## src/rtl/traffic_pkg.sv

```systemverilog
// rtl/traffic_pkg.sv - shared lamp and phase encodings for the N-road traffic controller
package traffic_pkg;

    // Width of one road's lamp field in the lights bus
    localparam int LIGHT_W = 2;

    // Lamp colour driven per road
    typedef enum logic [LIGHT_W-1:0] {
        LT_RED    = 2'd0,
        LT_YELLOW = 2'd1,
        LT_GREEN  = 2'd2
    } light_t;

    // Phase owned by the active road
    typedef enum logic [1:0] {
        PH_GREEN  = 2'd0,
        PH_YELLOW = 2'd1,
        PH_ALLRED = 2'd2
    } phase_t;

endpackage

```

## src/rtl/traffic_arbiter_n.sv

```systemverilog
// rtl/traffic_arbiter_n.sv - picks the most crowded unserved road, lowest index on ties
module traffic_arbiter_n
    import traffic_pkg::*;
#(
    parameter int N_ROADS = 4,
    parameter int SENS_W  = 3
) (
    input  logic [N_ROADS*SENS_W-1:0]  sens,
    input  logic [N_ROADS-1:0]         served,
    input  logic                       all_served,
    output logic [$clog2(N_ROADS)-1:0] next_road,
    output logic [N_ROADS-1:0]         next_served
);

    localparam int RW = $clog2(N_ROADS);

    logic [RW-1:0]     best_idx;
    logic [SENS_W-1:0] best_val;
    logic              found;

    // Linear scan with strict greater-than so the first (lowest) index wins a tie;
    // a full round restarts at road 0 regardless of occupancy
    always_comb begin
        best_idx = '0;
        best_val = '0;
        found    = 1'b0;
        for (int i = 0; i < N_ROADS; i++) begin
            if (!served[i] && (!found || (sens[i*SENS_W +: SENS_W] > best_val))) begin
                found    = 1'b1;
                best_idx = RW'(i);
                best_val = sens[i*SENS_W +: SENS_W];
            end
        end
        if (all_served) begin
            next_road   = '0;
            next_served = N_ROADS'(1);
        end else begin
            next_road   = best_idx;
            next_served = served | (N_ROADS'(1) << best_idx);
        end
    end

endmodule

```

## src/rtl/traffic_ctrl_n.sv

```systemverilog
// rtl/traffic_ctrl_n.sv - N-road single-junction light controller with green extension and all-red clearance
module traffic_ctrl_n
    import traffic_pkg::*;
#(
    parameter int N_ROADS = 4,
    parameter int SENS_W  = 3,
    parameter int G_MIN   = 2,
    parameter int G_MAX   = 8,
    parameter int Y_TIME  = 3,
    parameter int AR_TIME = 1,
    parameter int CNT_W   = 4
) (
    input  logic                       clock,
    input  logic                       clear,
    input  logic [N_ROADS*SENS_W-1:0]  sens,
    output logic [2*N_ROADS-1:0]       lights,
    output logic [N_ROADS-1:0]         served,
    output logic [$clog2(N_ROADS)-1:0] active_road,
    output logic [1:0]                 phase
);

    localparam int RW = $clog2(N_ROADS);
    localparam int LW = LIGHT_W * N_ROADS;

    localparam logic [CNT_W-1:0] G_MIN_LAST = CNT_W'(G_MIN - 1);
    localparam logic [CNT_W-1:0] G_MAX_LAST = CNT_W'(G_MAX - 1);
    localparam logic [CNT_W-1:0] Y_LAST     = CNT_W'(Y_TIME - 1);
    localparam logic [CNT_W-1:0] AR_LAST    = CNT_W'((AR_TIME > 0) ? (AR_TIME - 1) : 0);
    localparam logic [CNT_W-1:0] TIMER_SAT  = '1;
    localparam logic [LW-1:0]    LIGHTS_RST = LW'(LT_GREEN);

    phase_t            phase_q,  phase_d;
    logic [CNT_W-1:0]  timer_q,  timer_d;
    logic [RW-1:0]     active_q, active_d;
    logic [N_ROADS-1:0] served_q, served_d;
    logic [LW-1:0]     lights_q, lights_d;

    logic [SENS_W-1:0]  act_sens;
    logic               do_select;
    logic [RW-1:0]      arb_road;
    logic [N_ROADS-1:0] arb_served;

    traffic_arbiter_n #(
        .N_ROADS (N_ROADS),
        .SENS_W  (SENS_W)
    ) u_arbiter (
        .sens        (sens),
        .served      (served_q),
        .all_served  (&served_q),
        .next_road   (arb_road),
        .next_served (arb_served)
    );

    assign act_sens = sens[active_q*SENS_W +: SENS_W];

    // Phase sequencing and timer; the arbiter result is only taken on the cycle a new green starts
    always_comb begin
        phase_d   = phase_q;
        timer_d   = (timer_q == TIMER_SAT) ? timer_q : timer_q + 1'b1;
        active_d  = active_q;
        served_d  = served_q;
        do_select = 1'b0;
        case (phase_q)
            PH_GREEN: begin
                if (((timer_q >= G_MIN_LAST) && (act_sens == '0)) || (timer_q == G_MAX_LAST)) begin
                    phase_d = PH_YELLOW;
                    timer_d = '0;
                end
            end
            PH_YELLOW: begin
                if (timer_q == Y_LAST) begin
                    timer_d = '0;
                    if (AR_TIME == 0) begin
                        do_select = 1'b1;
                    end else begin
                        phase_d = PH_ALLRED;
                    end
                end
            end
            PH_ALLRED: begin
                if (timer_q == AR_LAST) begin
                    timer_d   = '0;
                    do_select = 1'b1;
                end
            end
            default: begin
                phase_d = PH_GREEN;
                timer_d = '0;
            end
        endcase
        if (do_select) begin
            phase_d  = PH_GREEN;
            active_d = arb_road;
            served_d = arb_served;
        end
    end

    // Lamps follow the next state so they are registered alongside it; only the active road is ever lit
    always_comb begin
        lights_d = '0;
        for (int i = 0; i < N_ROADS; i++) begin
            if (RW'(i) == active_d) begin
                case (phase_d)
                    PH_GREEN:  lights_d[LIGHT_W*i +: LIGHT_W] = LT_GREEN;
                    PH_YELLOW: lights_d[LIGHT_W*i +: LIGHT_W] = LT_YELLOW;
                    default:   lights_d[LIGHT_W*i +: LIGHT_W] = LT_RED;
                endcase
            end
        end
    end

    // State and output registers; clear wins over any phase in progress
    always_ff @(posedge clock) begin
        if (clear) begin
            phase_q  <= PH_GREEN;
            timer_q  <= '0;
            active_q <= '0;
            served_q <= N_ROADS'(1);
            lights_q <= LIGHTS_RST;
        end else begin
            phase_q  <= phase_d;
            timer_q  <= timer_d;
            active_q <= active_d;
            served_q <= served_d;
            lights_q <= lights_d;
        end
    end

    assign lights      = lights_q;
    assign served      = served_q;
    assign active_road = active_q;
    assign phase       = phase_q;

endmodule

```

## config.mk

```make
export PLATFORM = sky130hd
export DESIGN_NAME = traffic_ctrl_n
export DESIGN_NICKNAME = d
export VERILOG_FILES = /design/src/rtl/traffic_pkg.sv /design/src/rtl/traffic_arbiter_n.sv /design/src/rtl/traffic_ctrl_n.sv
export SDC_FILE = /design/constraint.sdc
export NUM_CORES = 1
export LEC_CHECK = 0
export ABC_AREA = 1
export BUFFER_PORTS_ARGS = -buffer_cell sky130_fd_sc_hd__buf_4
export CORE_MARGIN = 2
export CORE_UTILIZATION = 45
export CTS_CLUSTER_SIZE = 30
export DETAILED_ROUTE_END_ITERATION = 12
export GPL_TIMING_DRIVEN = 0
export PLACE_DENSITY = 0.71
export SLEW_MARGIN = 20
export SYNTH_ARGS = -nofsm -noshare
export SYNTH_HDL_FRONTEND = slang
export SYNTH_SLANG_ARGS = --single-unit
```

## constraint.sdc

```tcl
create_clock -name clock -period 4 [get_ports clock]
set_clock_uncertainty 0.15 [all_clocks]
set_input_delay 0.2 -clock clock [delete_from_list [all_inputs] [get_ports clock]]
set_output_delay 0.2 -clock clock [all_outputs]
set_load 0.03 [all_outputs]
```

* Word-level counts from Yosys, hierarchy flattened *
Index checks and enable logic that the tools add are counted.

storage, ports and cells
  word-level logic and storage cells = 79
  output and inout bits = 16
  bits in registers = 20
  input port bits = 14

cells by class
  $mul = 1
  order comparisons = 4
  bitwise operators = 5
  muxes and demuxes = 25
  shift-type cells = 2
  equality and inequality tests = 9
  reduce and logical (&&, ||, !) cells = 23
  add/subtract/negate cells = 1

operators by type and width
  kind                                                                count
  2-to-1 mux 4 bit                                                    5
  2-to-1 mux 2 bit                                                    8
  one-hot mux 4 bit (3 select lines)                                  1
  indexed part select 12 x 5 -> 3 bit                                 1
  > comparator 3 bit                                                  3
  2-to-1 mux 3 bit                                                    3
  OR reduction 2 bit                                                  4
  zero test 2 bit                                                     3
  2-to-1 mux 1 bit                                                    6
  one-hot mux 2 bit (3 select lines)                                  1
  zero test 1 bit                                                     5
  adder 4 x 1 -> 4 bit (second input constant)                        1
  == test 2 x 1 -> 1 bit (second input constant)                      2
  == test 2 bit (first input constant)                                2
  == test 4 x 2 -> 1 bit (second input constant)                      1
  == test 4 x 3 -> 1 bit (second input constant)                      1
  == test 4 bit (second input constant)                               1
  greater-or-equal comparator 4 x 1 -> 1 bit (second input constant)  1
  logical AND 1 bit                                                   4
  zero test 4 bit                                                     1
  logical OR 1 bit                                                    4
  multiplier 2 x 2 -> 4 bit (second input constant)                   1
  inverter 1 bit                                                      4
  OR 4 bit                                                            1
  6 further kinds                                                     6

* Longest topological paths before layout *
  depth after elaboration = 18
  depth in mapped cells = 32
  gate-level depth less buffers = 32

* Modules after synthesis *
From an unflattened synthesis, not the netlist that was laid out.

second synthesis, totals
  cells, all modules = 222
  area total of the unflattened synthesis = 1492.7 sq um

by module, submodules not included
  module             area each (sq um)  cells each  times used  seq. area each (sq um)
  traffic_ctrl_n     1039.7             146         1           400.4
  traffic_arbiter_n  452.9              76          1           0.0

* Worst setup path before layout *
Ideal clock, no wire load.

  path type = reg-to-reg
  start = reg served_q[0] (netlist: served[0])
  end = reg lights_q[3] (netlist: lights[3])
  path buffers = 0
  data required time = 3786 ps
  setup time = 64 ps
  clock period less this slack = 3771 ps
  cell stages (with the launch flop) = 31
  arrival = 3556 ps
  setup slack = 229 ps
  cell sequence = dfxtp_1 > inv_1 > nand2_1 > ha_1 > a21oi_1 > nand2_1 > nand2_1 > a21oi_1 > inv_1 > nand2_1 > o21ai_0 > ha_1 > a21oi_1 > nand2_1 > nand2_1 > nand2_1 > nand2_1 > nand2_1 > o21ai_0 > ha_1 > a21oi_1 > nand2_1 > nand2_1 > nand2_1 > nand2_1 > nand2_1 > nand2_1 > nand2_2 > nor2_2 > nand2_1 > nor2_1

on the way
  word-level cells in the longest chain between the ends = 18
  elaborated cells on any way between the ends = 26
  classes of those cells = 3 x order compare; 1 x eq/ne; 11 x mux; 1 x bitwise; 10 x reduce/logical

RTL lines
  element                                                       line                     source
  start, declared                                               traffic_ctrl_n.sv:35     logic [N_ROADS-1:0] served_q, served_d;
  start signal, assigned                                        traffic_ctrl_n.sv:124    served_q <= served_d;
  2-to-1 mux 3 bit                                              traffic_arbiter_n.sv:28  if (!served[i] && (!found || (sens[i*SENS_W +: SENS_W] > best_val))) begin
  > comparator 3 bit                                            traffic_arbiter_n.sv:28
  logical OR 1 bit                                              traffic_arbiter_n.sv:28
  logical AND 1 bit                                             traffic_arbiter_n.sv:28
  2-to-1 mux 3 bit / 2-to-1 mux 1 bit (equally long branches)   traffic_arbiter_n.sv:28
  > comparator 3 bit / zero test 1 bit (equally long branches)  traffic_arbiter_n.sv:28
  logical OR 1 bit                                              traffic_arbiter_n.sv:28
  logical AND 1 bit                                             traffic_arbiter_n.sv:28
  (+2 left out)                                                 -
  logical OR 1 bit                                              traffic_arbiter_n.sv:28
  logical AND 1 bit                                             traffic_arbiter_n.sv:28
  2-to-1 mux 2 bit                                              traffic_arbiter_n.sv:28
  2-to-1 mux 2 bit *                                            traffic_arbiter_n.sv:34  if (all_served) begin
  2-to-1 mux 2 bit *                                            traffic_ctrl_n.sv:91     if (do_select) begin
  == test 1 x 2 -> 1 bit *                                      traffic_ctrl_n.sv:102    if (RW'(i) == active_d) begin
  inverter 1 bit (no line) *                                    -
  OR reduction 2 bit (no line) *                                -
  end signal, assigned                                          traffic_ctrl_n.sv:125    lights_q <= lights_d;
  end, declared                                                 traffic_ctrl_n.sv:36     logic [LW-1:0] lights_q, lights_d;

Mark *: on every way between the ends. The rest lies on a longest branch, timed or not.
A chain may end at the register's enable or synchronous reset.

* Worst setup path in the final report *
  start = reg served_q[0] (netlist: served[0])
  end = reg lights_q[2] (netlist: lights[2])

The elaborated chain is that of the path after synthesis.

==> impl_metrics.tcl <==
set metrics [dict create \
    status "completed" \
    grt_max_degree 12 \
    synthesis.nets 213 \
    cp.required_ns 4.10 \
    cp_max_fo 8 \
    antenna_found_initial 0 \
    place_hpwl_um 2217 \
    cts_root_buf "clkbuf_4" \
    fmax_mhz 266.0 \
    antenna_cells 0 \
    drcViolationCount 0 \
    cts_htree_levels 1 \
    synth_top_cells_by_area "dfxtp_1, ha_1, nand2_1" \
    peakVddDrop_mv 0.2990 \
    async_reset_ff_share_pct 0 \
    die_h_um 56.76 \
    place_area_um2 1509 \
    post-route-min-period_ns 3.759 \
    start_util_pct 46.21 \
    final_layout_size_suffix_gt1_share_pct 29.46 \
    io_pins 30 \
    dp_cells 245 \
    crit_buf_inv 2 \
    synth-seq-cells 20 \
    yosys.area.top_type "dfxtp_1" \
    clkLatencyLatePin_ns 0.30 \
    tightestPinTransition_ns 0.3742 \
    use_met3_pct 2.995 \
    slew_headroom_pct 74.97 \
    critical_path_class "reg2reg" \
    yosysMostFrequentCell "nand2_1" \
    grtUsageMet1_pct 21.34 \
    power.density_nw_per_um2 283.6 \
    cts_sinks 20 \
    critical-path-top-delay-family "simple AND/OR/NAND/NOR gates" \
    fin_hold_ws_ns 0.3725 \
    clk_pin_slew_ns 0.11 \
    port_buffers 29 \
    cts_tree "built" \
    overflow 0 \
    drt_iter0_markers 33 \
    drv_cap 0 \
    netlist_area_um2 1252 \
    crit_slowest_cell "dfxtp_4" \
    place_ws_ns -0.2319 \
    crit_path_max_incr_delay_ns 0.38 \
    drt-total-wl_um 2907 \
    die_area_um2 3221 \
    period_share_pct 93.97 \
    fp-row-count 19 \
    hold_class "reg2reg" \
    crit_top_cell "nand2_1" \
    via_per_inst 4.965 \
    stdcell_area_um2 1683 \
    synth_common_cells "nand2_1, nor2_1, inv_1, dfxtp_1, nand3_1" \
    setup_viol 0 \
    critPathLaunchType "flop" \
    cts_buffers 3 \
    avgSynthCellArea_um2 6.770 \
    slew_violations 0 \
    grt_usage_pct 18.23 \
    drt_first_pass_iters 4 \
    fin_ws_ns 0.2411 \
    layout.cells.non_filler 255 \
    ys_warn_count 0 \
    gr-usage-met2_pct 32.23 \
    routabilityCongestion 0.8645 \
    area_growth_pct 34.37 \
    synth_edf_count 0 \
    yosysTopAreaCellShare_pct 31.97 \
    post_drt_wl_per_cell_um 11.40 \
    p_leak_nw 0.8270 \
    nets 253 \
    synth_cell_types 17 \
    ys_seq_area_share_pct 31.97 \
    grt_pass1_vias 1193 \
    core-area_um2 2710 \
    hold_viol_final 0 \
    crit_path_end_kind "flop" \
    clockBufferDepth 2 \
    grt-busiest-layer "met2" \
    num_vias 1266 \
    drtAntennaViolNets 0 \
    syn_inst 185 \
    worstPathArrival_ns 3.85 \
    grt_pass1_wl_um 4740 \
    die_w_um 56.76 \
    synthFlopType "dfxtp_1" \
]
## final timing paths
check        slack (ns)  cells past startpoint         to       from
max                0.24                     30  lights[2]  served[0]
min                0.37                      2  served[3]  served[3]
max reg2reg        0.24                     30  lights[2]  served[0]
min reg2reg        0.37                      2  served[3]  served[3]
## layout make-up
cell class | count | area, µm²
multi-input cells | 137 | 830.8
inverters | 28 | 107.6
fillers | 254 | 1027
flip-flops and latches | 20 | 404.1
well taps | 31 | 38.79
clock buffers | 4 | 36.28
repair buffers | 35 | 265.3
## through the flow
step,total power [mW],TNS [ns],utilization (%)
2_1_floorplan,0.3077,0,-
3_3_place_gp,0.3416,-0.6007,55.68
3_5_place_dp,0.3467,-1.746,55.68
4_1_cts,0.4649,0,57.62
5_1_grt,0.5070,-0.2381,62.10
6_report,0.4772,0,62.10
## report_power, final
part	total [mW]	switching, mW	leakage [nW]	internal (mW)
combinational	0.145	0.0869	0.644	0.0580
sequential	0.215	0.00835	0.162	0.207
clock	0.117	0.0617	0.0210	0.0556
## logic make-up after synthesis
family / synth area share [%]
AO/OA/AOI/OAI: 7.692
XOR/XNOR: 1.399
adder cells (fa/ha/maj): 13.99
buffers and inverters: 8.392
flip-flops: 31.97
AND/OR/NAND/NOR: 36.56
## sequential cells by signal, indices dropped and copies added, names as in the netlist
name         count
served           4
active_road      2
phase            2
lights           8
timer_q          4
## layout by cell type, fill, tap and decap left out, drive strengths merged, types with 3 or more instances in the layout
| cell type | netlist | final |
|---|---|---|
| a21oi | 11 | 11 |
| buf | 0 | 34 |
| clkbuf | 0 | 4 |
| dfxtp | 20 | 20 |
| ha | 14 | 14 |
| inv | 27 | 27 |
| nand2 | 47 | 47 |
| nand3 | 18 | 18 |
| nor2 | 31 | 31 |
| nor3 | 3 | 3 |
| o21ai | 7 | 7 |
## layer usage
layer | vias to the layer above | routed length, µm
met1 | 556 | 1243
li1 | 665 | -
met5 | - | 0
met2 | 39 | 1468
met3 | 6 | 157
met4 | 0 | 37
## tightest hold or removal path, cell delays in order (launching register included)
cell and delay [ns]:
dfxtp_1 0.36, a21oi_1 0.05, nor2_1 0.08
## what timing repair did
action	CTS	global route
hold endpoints to repair	3	0
hold buffers	1	0
endpoints found under the setup margin	12	14
gates resized for setup	6	20
pin swaps	0	8
buffers inserted	0	5
(Power assumes the default switching activity.)
